$ cat src/rtl/pong_game_if.sv
// Control/status bundle between the pong game sequencer and its neighbours.
interface pong_game_if #(
  parameter int unsigned SCORE_W = 4
);
  logic               frame_tick;
  logic               start;
  logic               pause;
  logic               score_left;
  logic               score_right;
  logic               ball_hold;
  logic               ball_run;
  logic               serve_dir;
  logic [SCORE_W-1:0] score_l;
  logic [SCORE_W-1:0] score_r;
  logic               game_over;
  logic               winner;
  logic [1:0]         state;

  // Environment side: buttons, frame tick and ball score pulses in, status out.
  modport master (
    output frame_tick, start, pause, score_left, score_right,
    input  ball_hold, ball_run, serve_dir, score_l, score_r, game_over, winner, state
  );

  // Sequencer side.
  modport slave (
    input  frame_tick, start, pause, score_left, score_right,
    output ball_hold, ball_run, serve_dir, score_l, score_r, game_over, winner, state
  );
endinterface

$ cat src/rtl/pong_game_ctrl.sv
// Pong game sequencer: serve delay, scoring, pause and winner detection.
module pong_game_ctrl #(
  parameter int unsigned WIN_SCORE    = 7,
  parameter int unsigned SERVE_FRAMES = 60,
  parameter int unsigned SCORE_W      = 4
) (
  input logic        clk,
  input logic        reset,
  pong_game_if.slave bus
);
  localparam int unsigned CNT_W = $clog2(SERVE_FRAMES + 1);

  typedef enum logic [2:0] {
    S_IDLE, S_SERVE, S_PLAY, S_PAUSED, S_OVER
  } fsm_t;

  fsm_t               cur, nxt;
  logic [CNT_W-1:0]   cnt, cnt_nxt;
  logic [SCORE_W-1:0] sl, sl_nxt, sr, sr_nxt, sl_inc, sr_inc;
  logic               dir, dir_nxt, win, win_nxt;
  logic               start_q, pause_q, start_rise, pause_rise;
  logic               hold, hold_nxt, run, run_nxt, over, over_nxt;
  logic [1:0]         code, code_nxt;

  assign start_rise = bus.start & ~start_q;
  assign pause_rise = bus.pause & ~pause_q;
  assign sl_inc     = sl + SCORE_W'(1);
  assign sr_inc     = sr + SCORE_W'(1);

  // State register.
  always_ff @(posedge clk) begin
    if (!reset) cur <= S_IDLE;
    else        cur <= nxt;
  end

  // Next-state, datapath and output decode.
  always_comb begin
    nxt     = cur;
    cnt_nxt = cnt;
    sl_nxt  = sl;
    sr_nxt  = sr;
    dir_nxt = dir;
    win_nxt = win;
    unique case (cur)
      S_IDLE: begin
        if (start_rise) begin
          sl_nxt  = '0;
          sr_nxt  = '0;
          cnt_nxt = '0;
          nxt     = S_SERVE;
        end
      end
      S_SERVE: begin
        if (bus.frame_tick) begin
          if (cnt == CNT_W'(SERVE_FRAMES - 1)) begin
            cnt_nxt = '0;
            nxt     = S_PLAY;
          end else begin
            cnt_nxt = cnt + CNT_W'(1);
          end
        end
      end
      S_PLAY: begin
        // A score pulse outranks a coincident pause press.
        if (bus.score_left && bus.score_right) begin
          dir_nxt = ~dir;
          nxt     = S_SERVE;
        end else if (bus.score_left) begin
          sl_nxt  = sl_inc;
          dir_nxt = 1'b1;
          if (sl_inc == SCORE_W'(WIN_SCORE)) begin
            win_nxt = 1'b0;
            nxt     = S_OVER;
          end else begin
            nxt = S_SERVE;
          end
        end else if (bus.score_right) begin
          sr_nxt  = sr_inc;
          dir_nxt = 1'b0;
          if (sr_inc == SCORE_W'(WIN_SCORE)) begin
            win_nxt = 1'b1;
            nxt     = S_OVER;
          end else begin
            nxt = S_SERVE;
          end
        end else if (pause_rise) begin
          nxt = S_PAUSED;
        end
      end
      S_PAUSED: begin
        if (start_rise)      nxt = S_IDLE;
        else if (pause_rise) nxt = S_PLAY;
      end
      S_OVER: begin
        if (start_rise) begin
          sl_nxt  = '0;
          sr_nxt  = '0;
          cnt_nxt = '0;
          nxt     = S_SERVE;
        end
      end
      default: nxt = S_IDLE;
    endcase

    hold_nxt = (nxt != S_PLAY) && (nxt != S_PAUSED);
    run_nxt  = (nxt == S_PLAY);
    over_nxt = (nxt == S_OVER);
    case (nxt)
      S_SERVE:  code_nxt = 2'd1;
      S_PLAY:   code_nxt = 2'd2;
      S_PAUSED: code_nxt = 2'd3;
      default:  code_nxt = 2'd0;
    endcase
  end

  // Registered datapath, edge-detect history and outputs.
  always_ff @(posedge clk) begin
    if (!reset) begin
      cnt     <= '0;
      sl      <= '0;
      sr      <= '0;
      dir     <= 1'b0;
      win     <= 1'b0;
      start_q <= 1'b0;
      pause_q <= 1'b0;
      hold    <= 1'b1;
      run     <= 1'b0;
      over    <= 1'b0;
      code    <= 2'd0;
    end else begin
      cnt     <= cnt_nxt;
      sl      <= sl_nxt;
      sr      <= sr_nxt;
      dir     <= dir_nxt;
      win     <= win_nxt;
      start_q <= bus.start;
      pause_q <= bus.pause;
      hold    <= hold_nxt;
      run     <= run_nxt;
      over    <= over_nxt;
      code    <= code_nxt;
    end
  end

  assign bus.ball_hold = hold;
  assign bus.ball_run  = run;
  assign bus.serve_dir = dir;
  assign bus.score_l   = sl;
  assign bus.score_r   = sr;
  assign bus.game_over = over;
  assign bus.winner    = win;
  assign bus.state     = code;
endmodule

$ cat src/flat_wrapper.sv
// flat-port wrapper written by rule: the top's interface ports become plain ports
module pong_game_ctrl_flat 
#(
  parameter int unsigned WIN_SCORE    = 7,
  parameter int unsigned SERVE_FRAMES = 60,
  parameter int unsigned SCORE_W      = 4
)
  (clk, reset, bus_frame_tick, bus_start, bus_pause, bus_score_left, bus_score_right, bus_ball_hold, bus_ball_run, bus_serve_dir, bus_score_l, bus_score_r, bus_game_over, bus_winner, bus_state);
  pong_game_if #(.SCORE_W(SCORE_W)) bus_i ();
  input logic clk;
  input logic reset;
  input wire logic [$bits(bus_i.frame_tick)-1:0] bus_frame_tick;
  input wire logic [$bits(bus_i.start)-1:0] bus_start;
  input wire logic [$bits(bus_i.pause)-1:0] bus_pause;
  input wire logic [$bits(bus_i.score_left)-1:0] bus_score_left;
  input wire logic [$bits(bus_i.score_right)-1:0] bus_score_right;
  output wire logic [$bits(bus_i.ball_hold)-1:0] bus_ball_hold;
  output wire logic [$bits(bus_i.ball_run)-1:0] bus_ball_run;
  output wire logic [$bits(bus_i.serve_dir)-1:0] bus_serve_dir;
  output wire logic [$bits(bus_i.score_l)-1:0] bus_score_l;
  output wire logic [$bits(bus_i.score_r)-1:0] bus_score_r;
  output wire logic [$bits(bus_i.game_over)-1:0] bus_game_over;
  output wire logic [$bits(bus_i.winner)-1:0] bus_winner;
  output wire logic [$bits(bus_i.state)-1:0] bus_state;
  assign bus_i.frame_tick = bus_frame_tick;
  assign bus_i.start = bus_start;
  assign bus_i.pause = bus_pause;
  assign bus_i.score_left = bus_score_left;
  assign bus_i.score_right = bus_score_right;
  assign bus_ball_hold = bus_i.ball_hold;
  assign bus_ball_run = bus_i.ball_run;
  assign bus_serve_dir = bus_i.serve_dir;
  assign bus_score_l = bus_i.score_l;
  assign bus_score_r = bus_i.score_r;
  assign bus_game_over = bus_i.game_over;
  assign bus_winner = bus_i.winner;
  assign bus_state = bus_i.state;
  pong_game_ctrl #(.WIN_SCORE(WIN_SCORE), .SERVE_FRAMES(SERVE_FRAMES), .SCORE_W(SCORE_W)) u_core (.clk(clk), .reset(reset), .bus(bus_i));
endmodule
$ cat config.mk
export PLATFORM = sky130hd
export DESIGN_NAME = pong_game_ctrl_flat
export DESIGN_NICKNAME = d
export VERILOG_FILES = /design/src/rtl/pong_game_if.sv /design/src/rtl/pong_game_ctrl.sv /design/src/flat_wrapper.sv
export SDC_FILE = /design/constraint.sdc
export NUM_CORES = 1
export LEC_CHECK = 0
export CAP_MARGIN = 20
export CORE_MARGIN = 2
export CORE_UTILIZATION = 62
export DETAILED_ROUTE_END_ITERATION = 7
export DONT_BUFFER_PORTS = 1
export HOLD_SLACK_MARGIN = 0.06
export PLACE_DENSITY = 0.87
export SYNTH_ARGS = -nofsm -noshare
export SYNTH_HDL_FRONTEND = slang
export SYNTH_SLANG_ARGS = --single-unit
$ cat constraint.sdc
create_clock -name clk -period 1.84 [get_ports clk]
set_clock_uncertainty 0.1 [all_clocks]
set_input_delay 0.368 -clock clk [delete_from_list [all_inputs] [get_ports clk]]
set_output_delay 0.368 -clock clk [all_outputs]
set_load 0.02 [all_outputs]
**After elaboration in Yosys (flattened, before gate mapping)**

Cells that the tools add are included.

- Reductions and logical operators: 14
- Equal/unequal tests: 20
- $add $sub $neg: 3
- Muxes and demuxes: 32
- Bitwise operators: 6

Operators by type and width:

| kind | count |
|---|---|
| 3-bit two-way mux | 11 |
| 4-bit two-way mux | 6 |
| 6-bit two-way mux | 3 |
| 4-bit one-hot mux with 2 select lines | 2 |
| 3-bit by 2-bit equality test with 1-bit output (second input constant) | 4 |
| 3-bit one-hot mux with 4 select lines | 1 |
| 6-bit one-hot mux with 2 select lines | 1 |
| 2-bit inequality test (second input constant) | 5 |
| 5-bit AND reduction | 2 |
| 4-bit by 1-bit adder with 4-bit output (second input constant) | 2 |
| 4-bit by 3-bit equality test with 1-bit output (second input constant) | 2 |
| 2-bit nonzero test | 4 |
| 1-bit two-way mux | 7 |
| 6-bit by 1-bit adder with 6-bit output (second input constant) | 1 |
| 3-bit by 1-bit equality test with 1-bit output (second input constant) | 2 |
| 3-bit equality test (second input constant) | 2 |
| 6-bit equality test (second input constant) | 1 |
| 3-bit by 2-bit inequality test with 1-bit output (second input constant) | 2 |
| 2-bit one-hot mux with 3 select lines | 1 |
| 2-bit by 1-bit inequality test with 1-bit output (second input constant) | 2 |
| 1-bit inverter | 4 |
| 4-bit AND reduction | 1 |
| 3-bit logical NOT | 1 |
| 3-bit AND reduction | 1 |
| 5 further kinds | 7 |

- Output and inout bits: 15
- Logic and storage cells: 87
- Flip-flop bits (word level): 26
- Bits of input ports: 7

**Logic depth before layout (Yosys ltp)**

- Word-level depth: 9
- Gate-level depth with buffers: 6

**Worst setup path after synthesis**

No wires, ideal clock.

- Path type: register -> register
- Start point: register u_core.sl[1] (netlist: u_core.bus.score_l[1])
- End point: register u_core.code[0] (netlist: u_core.bus.state[0])
- Path buffers: 0
- Slack: 0.116 ns
- Data arrival time: 1.504 ns
- Stages on the path, launching flop included: 6
- Data required time: 1.620 ns
- Path through: dfxtp_1 -> ha_1 -> xnor2_1 -> a211oi_2 -> o32ai_2 -> o31a_1

- Word-level cells in the longest chain between the ends: 8

RTL lines:

| what | line | text |
|---|---|---|
| start, declared | pong_game_ctrl.sv:19 | `logic [SCORE_W-1:0] sl, sl_nxt, sr, sr_nxt, sl_inc, sr_inc;` |
| start signal, assigned | pong_game_ctrl.sv:132 | `sl <= sl_nxt;` |
| 4-bit by 1-bit adder with 4-bit output (*) | pong_game_ctrl.sv:27 | `assign sl_inc = sl + SCORE_W'(1);` |
| 4-bit by 3-bit equality test with 1-bit output (*) | pong_game_ctrl.sv:71 | `if (sl_inc == SCORE_W'(WIN_SCORE)) begin` |
| 3-bit two-way mux (*) | pong_game_ctrl.sv:71 |  |
| 3-bit two-way mux (*) | pong_game_ctrl.sv:68 | `end else if (bus.score_left) begin` |
| 3-bit two-way mux (*) | pong_game_ctrl.sv:65 | `if (bus.score_left && bus.score_right) begin` |
| 3-bit one-hot mux with 4 select lines (*) | pong_game_ctrl.sv:44 | `unique case (cur)` |
| 3-bit by 2-bit equality test with 1-bit output / 3-bit by 1-bit equality test with 1-bit output (equally long branches) | pong_game_ctrl.sv:108 | `case (nxt)` |
| 2-bit one-hot mux with 3 select lines (*) | pong_game_ctrl.sv:108 |  |
| end signal, assigned | pong_game_ctrl.sv:141 | `code <= code_nxt;` |
| end, declared | pong_game_ctrl.sv:23 | `logic [1:0] code, code_nxt;` |

Every way passes the cells marked *; elsewhere a longest branch is shown, timed or not.
A chain may end at the register's enable or synchronous reset.

**Worst setup path in the final report**

- Start point: register u_core.sr[1] (netlist: u_core.bus.score_r[1])
- End point: register u_core.cur[0]

- Word-level cells in the longest chain between the ends: 7

RTL lines:

| what | line | text |
|---|---|---|
| start, declared | pong_game_ctrl.sv:19 |  |
| start signal, assigned | pong_game_ctrl.sv:133 | `sr <= sr_nxt;` |
| 4-bit by 1-bit adder with 4-bit output | pong_game_ctrl.sv:28 | `assign sr_inc = sr + SCORE_W'(1);` |
| 4-bit by 3-bit equality test with 1-bit output | pong_game_ctrl.sv:80 | `if (sr_inc == SCORE_W'(WIN_SCORE)) begin` |
| 3-bit two-way mux | pong_game_ctrl.sv:80 |  |
| 3-bit two-way mux | pong_game_ctrl.sv:77 | `end else if (bus.score_right) begin` |
| 3-bit two-way mux | pong_game_ctrl.sv:68 |  |
| 3-bit two-way mux | pong_game_ctrl.sv:65 |  |
| 3-bit one-hot mux with 4 select lines | pong_game_ctrl.sv:44 |  |
| end signal, assigned | pong_game_ctrl.sv:33 | `else cur <= nxt;` |
| end, declared | pong_game_ctrl.sv:17 | `fsm_t cur, nxt;` |

No other way between the ends.

==> out/metrics.yaml <==
post-place-ws_ns: 0.05417
core-area_um2: 2255
clockRootBuffer: "clkbuf_4"
fin_nets: 188
hold_path_class: "primary input to flop"
yosysWarningCount: 0
fin_ws_ns: 0.07282
outcome: "completed"
antenna_found_initial: 0
rr_worst_depth: 4
ys_ff_latch: 26
peakVddDrop_uv: 414.7
cts_buffer_depth: 2
antenna_left: 0
die_h_um: 53.21
rsz0062_at_grt: "no"
grt.total_usage_pct: 25.30
synthMuxAreaShare_pct: 2.833
grt_pass1_vias: 1197
gp_congestion: 0.7905
layout-drive-gt1-share_pct: 25.71
syn_area_um2: 1501
tightest_slew_ns: 0.4019
ys_types: 59
crit_required_ns: 1.96
clkPwrFrac_pct: 30.2
cts_tree: "yes"
fmax_ghz: 0.5659
synth_top_family_by_area: "simple AND/OR/NAND/NOR gates"
core.rowCount: 17
clkSinkCount: 26
period_needed_ns: 1.767
holdPathEnd: "u_core.start_q$_SDFF_PN0_"
worstReg2RegEnd: "u_core.cur[0]$_SDFF_PN0_"
hold_viol_final: 0
insertion_delay_ns: 0.31
cp.arrival_ns: 1.89
p_sw_share_pct: 23.10
htreeDepth: 1
dr.pass1.iters: 4
reg2reg_from: "u_core.bus.score_r[1]$_SDFFE_PN0P_"
synth-simple-area-share_pct: 29.25
gr-total-overflow: 0
whs_path_depth: 1
n_antenna_cell: 0
via_per_inst: 6.414
ioPinCount: 22
p_sw_uw: 219.5
worstPathMaxFanout: 7
drv_slew: 0
power.leakage_nw: 0.6040
dr.first_iter.drc_count: 36
clk_pin_slew_ns: 0.14
synth-compound-area-share_pct: 22.83
async_reset_ff_share_pct: 0
worstSetupPathType: "flop to flop"
syn-instance-count: 161
final_area_um2: 1670
p_comb_share_pct: 8.4
synth_area_per_cell_um2: 9.326
crit_path_end_kind: "flop"
vias: 1302
setup_viol: 0
drv_cap: 0
reg2reg_slack_ns: 0.07
seq_area_frac_synth_pct: 34.67
cp-startpoint: "u_core.bus.score_r[1]$_SDFFE_PN0P_"
synth-edff-count: 0
drt-wirelength-per-cell_um: 16.70
grt_max_degree: 15
syn2layout_area_growth_pct: 11.25
portBuffers: 0
cts_buffers: 3
power_density_nw_per_um2: 569.0
start_util_pct: 66.59
route.detailed.drc: 0
synth-xor-area-share_pct: 0.5833
final.period_utilization_pct: 96.04
placed_area_um2: 1560
die_area_um2: 2831
synth_fa_ha_area_share_pct: 4.167
setup-tns-final_ns: 0
hp-start: "bus_start"
internal_power_uw: 730.9
die_x_um: 53.21
p_seq_share_pct: 61.3
slew_headroom_pct: 73.17
drt_wl_total_um: 3391
startpoint_type: "flop"
synth_ff_type: "dfxtp_1"
dp_hpwl_um: 2447
grt_first_pass_wirelength_um: 5230
synth.net_count: 173
sequential cells by signal (all words and copies together), names as in the netlist:
| name | cells |
|---|---|
| u_core.bus.ball_run | 1 |
| u_core.bus.score_r | 4 |
| u_core.bus.game_over | 1 |
| u_core.bus.serve_dir | 1 |
| u_core.cur | 3 |
| u_core.bus.winner | 1 |
| u_core.bus.score_l | 4 |
| u_core.cnt | 6 |
| u_core.bus.state | 2 |
| u_core.pause_q | 1 |
| u_core.bus.ball_hold | 1 |
| u_core.start_q | 1 |
final cells by class:
type	instances	area, µm²
sequential	26	526.8
tap	28	35.03
clock buffer	4	36.28
fill	174	584.3
inverter	7	26.28
timing repair buffer	17	140.1
multi-input combinational	121	905.9
cell usage after synthesis (4+ instances only):
master / instances / area (µm²)
o21ai_0: 7 / 35.03
ha_1: 5 / 62.56
a21oi_1: 12 / 60.06
buf_6: 4 / 45.04
nor2_1: 11 / 41.29
o21a_1: 4 / 30.03
inv_1: 6 / 22.52
nand3_1: 5 / 25.02
nand2_1: 11 / 41.29
nor3_1: 5 / 25.02
dfxtp_1: 26 / 520.5
power by group through the flow:
| stage | combinational (mW) | sequential, mW | clock, mW |
|---|---|---|---|
| after floorplan | 0.0700 | 0.589 | 0 |
| after global placement | 0.0657 | 0.593 | 0 |
| after detailed placement | 0.0679 | 0.594 | 0 |
| after CTS | 0.0733 | 0.582 | 0.290 |
| after global routing | 0.0872 | 0.585 | 0.311 |
| final | 0.0803 | 0.583 | 0.287 |
cells by family after synthesis:
| logic type | count (synthesis) |
|---|---|
| simple gates | 66 |
| fa+ha+maj | 5 |
| mux | 4 |
| buf+inv | 14 |
| flops | 26 |
| xor+xnor | 1 |
| compound gates | 45 |
per-stage QoR:
stage	instances	hold slack (ns)	total power, mW	utilization, %
after global placement	193	0.3749	0.6587	69.20
final	203	0.06765	0.9504	74.08
after CTS	199	0.06089	0.9447	71.70
after global routing	203	0.06762	0.9826	74.08
after detailed placement	193	0.3904	0.6619	69.20
after floorplan	161	0.3582	0.6592	-
worst max-delay path by stage:
stage	cells past startpoint	endpoint
finish	4	u_core.cur[0]$_SDFF_PN0_
global route	4	u_core.bus.state[0]$_SDFF_PN0_
CTS	5	u_core.cur[0]$_SDFF_PN0_
detailed placement	5	u_core.cur[0]$_SDFF_PN0_
global placement	4	u_core.bus.score_r[3]$_SDFFE_PN0P_
floorplan	5	u_core.bus.state[0]$_SDFF_PN0_
layer usage:
layer  GRT usage (%)  up-vias  share of wire, %
li1                -      629                 -
met1           29.90      628                43
met2           45.06       36                51
met3           3.390        9               3.6
met4           10.68        0               2.4
met5               0        -                 0
placed cells by master, fill, tap and decap left out, types with 3 or more instances in the layout:
master | Yosys | final
dfxtp_1 | 26 | 21
buf_4 | 0 | 12
nor2_1 | 11 | 11
nand2_1 | 11 | 11
a21oi_1 | 12 | 10
o21ai_0 | 7 | 7
inv_1 | 6 | 6
nand3_1 | 5 | 5
nor3_1 | 5 | 5
dlygate4sd3_1 | 0 | 5
dfxtp_2 | 0 | 5
o21a_1 | 4 | 4
ha_1 | 5 | 4
and2_1 | 3 | 3
nand4b_1 | 3 | 3
a21oi_2 | 1 | 3
clkbuf_4 | 0 | 3
worst max-delay path: stages, from the launching register on:
cell and delay (ns):
dfxtp_1 0.46, ha_1 0.30, nor4bb_1 0.31, o32ai_2 0.17, o31a_1 0.33
timing repair:
| item | 4_1_cts | 5_1_grt |
|---|---|---|
| resized for setup | 0 | 8 |
| hold buffers | 2 | 3 |
| endpoints found under the setup margin | 0 | 7 |
| buffers inserted | 0 | 1 |
| endpoints found under the hold margin | 4 | 4 |
Power figures use the tool's default switching activity.
